--- config.mk ---
export PLATFORM = sky130hd
export DESIGN_NAME = tank_plant_emulator
export DESIGN_NICKNAME = d
export VERILOG_FILES = /design/src/rtl/tank_plant_emulator.sv
export SDC_FILE = /design/constraint.sdc
export NUM_CORES = 1
export LEC_CHECK = 0
export CORE_ASPECT_RATIO = 2
export CORE_MARGIN = 2
export CORE_UTILIZATION = 50
export DETAILED_ROUTE_END_ITERATION = 12
export PLACE_DENSITY = 0.73
export SKIP_LAST_GASP = 1
export SLEW_MARGIN = 20
export SYNTH_ARGS = -nofsm -noshare
export SYNTH_HDL_FRONTEND = slang
export SYNTH_SLANG_ARGS = --single-unit
--- constraint.sdc ---
create_clock -name CLK100MHZ -period 5.8 [get_ports CLK100MHZ]
set_clock_uncertainty 0.1 [all_clocks]
set_input_delay 1.16 -clock CLK100MHZ [delete_from_list [all_inputs] [get_ports CLK100MHZ]]
set_output_delay 1.16 -clock CLK100MHZ [all_outputs]
set_load 0.02 [all_outputs]
--- src/rtl/tank_plant_emulator.sv ---
// Water-tank plant model driving level-sensor flags back to a pump PLC.
// Level is integrated once per prescaler tick from pump/drain commands.
module tank_plant_emulator #(
  parameter int TICK_DIV    = 1000000,
  parameter int FILL_RATE   = 3,
  parameter int DRAIN_RATE  = 2,
  parameter int LOW_TH      = 40,
  parameter int MID_TH      = 128,
  parameter int HIGH_TH     = 220,
  parameter int THERM_STEP  = 31,
  parameter int SPILL_TICKS = 4
) (
  input  logic       CLK100MHZ,
  input  logic       reset,
  input  logic       pump1,
  input  logic       pump2,
  input  logic       drain_en,
  input  logic       spill_clr,
  input  logic [7:0] init_level,
  output logic       Low,
  output logic       Mid,
  output logic       High,
  output logic [7:0] water_indication,
  output logic [7:0] level,
  output logic [2:0] plant_state,
  output logic       spill,
  output logic       tick
);
  typedef enum logic [2:0] {
    ST_EMPTY    = 3'd0,
    ST_STEADY   = 3'd1,
    ST_FILLING  = 3'd2,
    ST_DRAINING = 3'd3,
    ST_FULL     = 3'd4
  } state_t;

  localparam int PW = (TICK_DIV > 2) ? $clog2(TICK_DIV) : 1;
  localparam int SW = $clog2(SPILL_TICKS + 1);
  localparam logic [PW-1:0] PS_PRE  = PW'(TICK_DIV - 2);
  localparam logic [SW-1:0] SP_MAX  = SW'(SPILL_TICKS);

  logic [PW-1:0]     ps_cnt;
  logic [SW-1:0]     sp_cnt, sp_cnt_nxt;
  logic signed [9:0] net;
  int                sum;
  logic [7:0]        level_nxt, sense_src, bar_nxt;
  logic              full_in;
  state_t            st_q, st_nxt, st_init;

  assign plant_state = st_q;

  always_comb begin
    net = 10'(FILL_RATE * (int'(pump1) + int'(pump2)) - DRAIN_RATE * int'(drain_en));
    sum = int'(level) + int'(net);
    // Saturate at both rails; the tank never wraps.
    if (sum > 255)    level_nxt = 8'hFF;
    else if (sum < 0) level_nxt = 8'h00;
    else              level_nxt = 8'(sum);

    if (level_nxt == 8'hFF)      st_nxt = ST_FULL;
    else if (level_nxt == 8'h00) st_nxt = ST_EMPTY;
    else if (net > 0)            st_nxt = ST_FILLING;
    else if (net < 0)            st_nxt = ST_DRAINING;
    else                         st_nxt = ST_STEADY;

    if (init_level == 8'h00)      st_init = ST_EMPTY;
    else if (init_level == 8'hFF) st_init = ST_FULL;
    else                          st_init = ST_STEADY;

    // Holding the counter between ticks keeps spill re-asserting while saturated.
    full_in    = (level == 8'hFF) && (net > 0);
    sp_cnt_nxt = sp_cnt;
    if (tick) begin
      if (!full_in)              sp_cnt_nxt = '0;
      else if (sp_cnt != SP_MAX) sp_cnt_nxt = sp_cnt + 1'b1;
    end

    sense_src = reset ? init_level : level;
    bar_nxt   = '0;
    for (int i = 0; i < 8; i++)
      bar_nxt[i] = int'(sense_src) >= THERM_STEP * (i + 1);
  end

  always_ff @(posedge CLK100MHZ) begin
    if (reset) begin
      ps_cnt <= '0;
      tick   <= 1'b0;
      level  <= init_level;
      st_q   <= st_init;
      sp_cnt <= '0;
      spill  <= 1'b0;
    end else begin
      // tick is registered one count early so it coincides with count TICK_DIV-1.
      ps_cnt <= tick ? '0 : ps_cnt + 1'b1;
      tick   <= (ps_cnt == PS_PRE) && !tick;
      if (tick) begin
        level <= level_nxt;
        st_q  <= st_nxt;
      end
      sp_cnt <= sp_cnt_nxt;
      if (sp_cnt_nxt == SP_MAX) spill <= 1'b1;
      else if (spill_clr)       spill <= 1'b0;
    end
  end

  // Sensors follow level with one cycle of latency, and init_level during reset.
  always_ff @(posedge CLK100MHZ) begin
    Low              <= int'(sense_src) >= LOW_TH;
    Mid              <= int'(sense_src) >= MID_TH;
    High             <= int'(sense_src) >= HIGH_TH;
    water_indication <= bar_nxt;
  end
endmodule

======== Word-level counts from Yosys, hierarchy flattened ========
Index checks and enable logic that the tools add are counted.
storage, ports and cells
  flip-flop bits (word level) ............. 47
  input port bits ......................... 14
  word-level logic and storage cells ...... 63
cells by class
  $add $sub $neg .......................... 5
  $mul .................................... 1
  order comparisons ....................... 15
  equality and inequality tests ........... 6
  muxes and demuxes ....................... 18
  reductions and logical operators ........ 8
operator list
  cell                                                               number
  greater-or-equal comparator 8 bit, second input constant           6
  2-to-1 mux 8 bit                                                   5
  == test 8 bit, second input constant                               3
  2-to-1 mux 3 bit                                                   8
  adder 20 x 1 -> 20 bit, second input constant                      1
  == test 20 bit, second input constant                              1
  greater-or-equal comparator 8 x 6 -> 1 bit, second input constant  2
  greater-or-equal comparator 8 x 7 -> 1 bit, second input constant  2
  logical NOT 8 bit                                                  2
  adder 9 x 5 -> 10 bit                                              1
  > comparator 10 x 9 -> 1 bit, second input constant                1
  < comparator 10 x 1 -> 1 bit, second input constant                1
  greater-or-equal comparator 8 x 5 -> 1 bit, second input constant  1
  2-to-1 mux 2 bit                                                   3
  > comparator 5 x 1 -> 1 bit, second input constant                 1
  < comparator 5 x 1 -> 1 bit, second input constant                 1
  subtractor 4 x 2 -> 5 bit                                          1
  multiplier 2 x 2 -> 4 bit, first input constant                    1
  nonzero test 2 bit                                                 2
  adder 3 x 1 -> 3 bit, second input constant                        1
  == test 3 bit, second input constant                               1
  != test 3 bit, second input constant                               1
  adder 1 x 1 -> 2 bit                                               1
  logical AND 1 bit                                                  2
  3 further kinds                                                    4

======== Longest topological paths before layout ========
  depth in word-level cells ............... 12
  gate-level depth with buffers ........... 12
  mapped depth without buffers ............ 12

======== Least setup slack after synthesis ========
Ideal clock, no wire load.
  path type ............................... input port to flip-flop
  start ................................... input pump1
  end ..................................... register st_q[0], in the netlist plant_state[0], data pin
  setup time .............................. 0.271 ns
  arrival time ............................ 4.016 ns
  slack ................................... 1.413 ns
  cell stages on the path ................. 12
  path buffers ............................ 0
  cell sequence ........................... ha_1 inv_1 fa_1 ha_1 and2b_2 ha_1 a21oi_2 o221ai_1 or3_4 a21boi_0 a311o_1 o32ai_2
between the ends
  cells in the longest elaborated chain, start to end .. 12
  elaborated cells on any way between the ends .. 16
  those cells by class .................... add/sub (3); mul (1); order compare (3); eq/ne (1); mux (7); reduce/logical (1)
RTL lines
  item                           RTL line  text
  start: declaration             15        input logic pump1,
  adder 1 x 1 -> 2 bit (*)       53        net = 10'(FILL_RATE * (int'(pump1) + int'(pump2)) - DRAIN_RATE * int'(drain_en));
  multiplier 2 x 2 -> 4 bit (*)  53
  subtractor 4 x 2 -> 5 bit (*)  53
  adder 9 x 5 -> 10 bit          54        sum = int'(level) + int'(net);
  < comparator 10 x 1 -> 1 bit   57        else if (sum < 0) level_nxt = 8'h00;
  2-to-1 mux 8 bit               57
  2-to-1 mux 8 bit               56        if (sum > 255) level_nxt = 8'hFF;
  logical NOT 8 bit              61        else if (level_nxt == 8'h00) st_nxt = ST_EMPTY;
  2-to-1 mux 2 bit               61
  2-to-1 mux 3 bit (*)           60        if (level_nxt == 8'hFF) st_nxt = ST_FULL;
  2-to-1 mux 3 bit (*)           96        if (tick) begin
  2-to-1 mux 3 bit (*)           85        if (reset) begin
  end signal: assignment         89        st_q <= st_init;
  end signal: assignment         98        st_q <= st_nxt;
  end: declaration               48        state_t st_q, st_nxt, st_init;
Every way passes the cells marked *; elsewhere a longest branch is shown, timed or not. The select of a mux whose other input is x is not followed.
A chain may end at the register's enable or synchronous reset.

======== Worst setup path in the final report ========
Ends and elaborated chain as after synthesis.

==> summary.txt <==
Detailed routing
  – TritonRoute pass-1 iters: 4
  – Initial DRC Count: between 90 and 100
  – Post-DR vias/cell: slightly below 6
  – Final WL: about 7000 um
  – DRC viols: 0
  – Via count: between 2000 and 2500
  – Wire per inst: around 17 um
  – Remaining antenna violation count after routing: 0

Clocking
  – Clk buf depth: 2
  – CTS Hold Bufs: 0
  – Worst-Skew Late Latency: roughly 0.31 ns
  – Total CTS buffers: 5
  – # clock sinks: 47
  – CTS tree: done
  – Post-CTS setup buffers: 0
  – Clk slew on worst S/H paths: 0.08 ns
  – Post_cts resized: 0
  – Root buffer cell: clkbuf_8
  – Htree depth: 2

Floorplan
  – Die Height: between 100 and 150 um
  – Row cnt: 38
  – Initial core utilization: 52.1%
  – Die W: 57.4 um
  – I/O pin total: 38
  – Core ar.: 5470 um2
  – Die Area: about 6400 um2

Logic synthesis
  – Ys Warns: 0
  – EDFF count, synth: 11
  – Netlist Area Pre-Place: approximately 2800 um2
  – Sequential share of the synthesized area: a little under two fifths
  – Synthesized flop and latch total: 47
  – Ys flop type: dfxtp_1
  – Average size of a mapped cell: 9.02 um2
  – Syn_nets: 350
  – Syn Inst Count: about 320
  – Async S/R FF share, synth: 0%
  – Yosys cell types: 60

Power and ir drop
  – Peak VDD IR: 247 uV
  – PwrDens: 304 nW/um2
  – Leak: ~1.3 nW

Worst setup path
  – Crit path required time: between 5 and 6 ns
  – Critical path's slowest cell: clkdlybuf4s50_1
  – Worst-path fanout max: 9
  – Worst-path cell chain: clkdlybuf4s50_1, ha_1, inv_1, fa_1, ha_1, and2b_2, ha_1, a21oi_2, o221ai_1, or3_4, a21boi_0, a311o_1, o32ai_2
  – CP most frequent cell: ha_1
  – WP data arrival: slightly below 5 ns
  – CP Capture Type: register
  – Worst path max stage delay: ~0.46 ns
  – CP delay by family, top: adder cells
  – Buf/Inv on CP: 2
  – Crit Path Class: input pin to register
  – Startpoint types: input pin

Timing
  – Rel. slew slack: a little over a third
  – Final setup TNS: 0 ns
  – Worst-margin pin slew: just under 1 ns
  – Max-slew violations: 0
  – RSZ-0062 raised after global routing: no
  – Tmin final: roughly 4.9 ns
  – Final period util: approximately 84%
  – Endpoints failing setup: 0
  – Fmax achieved: 205 MHz
  – Final hold viol count: 0

Finish
  – Final Cell Area: around 3400 um2
  – Share of layout cells above drive strength 1: under 10%
  – Nets: around 390
  – Post-route insts no fill: just over 400
  – Area delta synth->final: 18.7%
  – # diodes: 0

Global routing
  – Largest net degree at the start of global routing: between 40 and 50
  – Overflow left after global routing: 0
  – Vias in the first global route: about 2600
  – First-pass GRT wire length: about 12000 um
  – Overall global routing resource usage: 23.6%
  – Initial antenna violation count: 0

Place
  – I/O Buffers: 37
  – Placed cell count: approximately 410
  – Placed Area: 3280 um2
  – Gpl congestion: around 0.98
  – HPWL after DPL: roughly 5600 um

Min path
  – Worst Hold Class: register to register

Job
  – Maxcap violations: 0

Outcome
  – Status: finished, final reports clean
[per-stage QoR]
| step | setup WS (ns) | util, % | hold WS, ns | power [mW] |
|---|---|---|---|---|
| CTS | 0.942 | 61.9 | 0.394 | 1.04 |
| detailed placement | 0.592 | 59.9 | 0.369 | 0.801 |
| global route | 0.689 | 61.9 | 0.423 | 1.08 |
| floorplan | 1.41 | - | 0.353 | 0.669 |
| finish | 0.928 | 61.9 | 0.389 | 1.03 |
| global placement | 0.694 | 59.9 | 0.372 | 0.794 |
[routing by layer]
metal	GRT usage [%]	wire [um]	vias to the layer above
met5	0	0	-
met4	15.2	366	0
met3	4.32	208	28
met2	44.2	3940	71
met1	21.8	2520	1135
li1	-	-	1204
[logic make-up (layout without fill, tap and decap cells)]
| kind of cell | Yosys count | count (layout) | share of synthesized area (%) |
|---|---|---|---|
| AO/OA/AOI/OAI | 70 | 70 | 18.0 |
| XOR/XNOR | 22 | 22 | 6.76 |
| adder cells (fa/ha/maj) | 20 | 20 | 9.57 |
| buffers and inverters | 33 | 72 | 4.35 |
| flip-flops | 47 | 47 | 36.9 |
| multiplexers | 8 | 8 | 3.38 |
| AND/OR/NAND/NOR | 116 | 116 | 21.0 |
[path summary, 6_finish.rpt]
| check | to | start | depth (start not counted) | slack (ns) |
|---|---|---|---|---|
| worst max-delay path | plant_state[0] | pump1 | 13 | 0.93 |
| worst min-delay path | ps_cnt[0] | ps_cnt[0] | 1 | 0.39 |
| worst max register to register | plant_state[0] | level[0] | 8 | 2.55 |
| worst min register to register | ps_cnt[0] | ps_cnt[0] | 1 | 0.39 |
[cells in the mapped netlist, drive strengths merged, types with 4 or more instances]
cell	count	area (um2)
dfxtp	36	721
nor2	36	135
inv	26	97.6
a21oi	25	144
nand2	20	77.6
ha	17	213
nand3	17	90.1
o21ai	13	80.1
xor2	13	114
edfxtp	11	330
nand4	10	62.6
nor3	9	45.0
xnor2	9	78.8
a211oi	8	65.1
nor4	6	58.8
and3	5	31.3
mux2i	5	62.6
clkbuf	4	15.0
o31ai	4	30.0
[power breakdown]
| part | internal (mW) | leakage, nW | switching, mW |
|---|---|---|---|
| clock network | 0.129 | 0.0524 | 0.104 |
| logic | 0.167 | 0.828 | 0.238 |
| registers | 0.366 | 0.401 | 0.0241 |
[layout by cell type (no fill, tap or decap), types with 10 or more instances in the layout]
master	n
inv_1	26
nor2_1	36
ha_1	17
nand4_1	10
nand3_1	16
o21ai_0	11
xor2_1	13
clkdlybuf4s50_1	37
dfxtp_1	36
nand2_1	19
edfxtp_1	11
a21oi_1	22
[registers in the layout (all words and copies together), names as in the netlist]
| register | cells |
|---|---|
| High | 1 |
| Low | 1 |
| Mid | 1 |
| level | 8 |
| plant_state | 3 |
| ps_cnt | 20 |
| sp_cnt | 3 |
| spill | 1 |
| tick | 1 |
| water_indication | 8 |
[layout make-up]
cell class | count | area (um2)
Fill cell | 493 | 2090
Clock inverter | 1 | 30.0
Tap cell | 60 | 75.1
Multi-Input combinational cell | 236 | 1670
Clock buffer | 7 | 76.3
Sequential cell | 47 | 1050
Inverter | 26 | 97.6
Timing Repair Buffer | 38 | 378
Power figures use the tool's default switching activity.
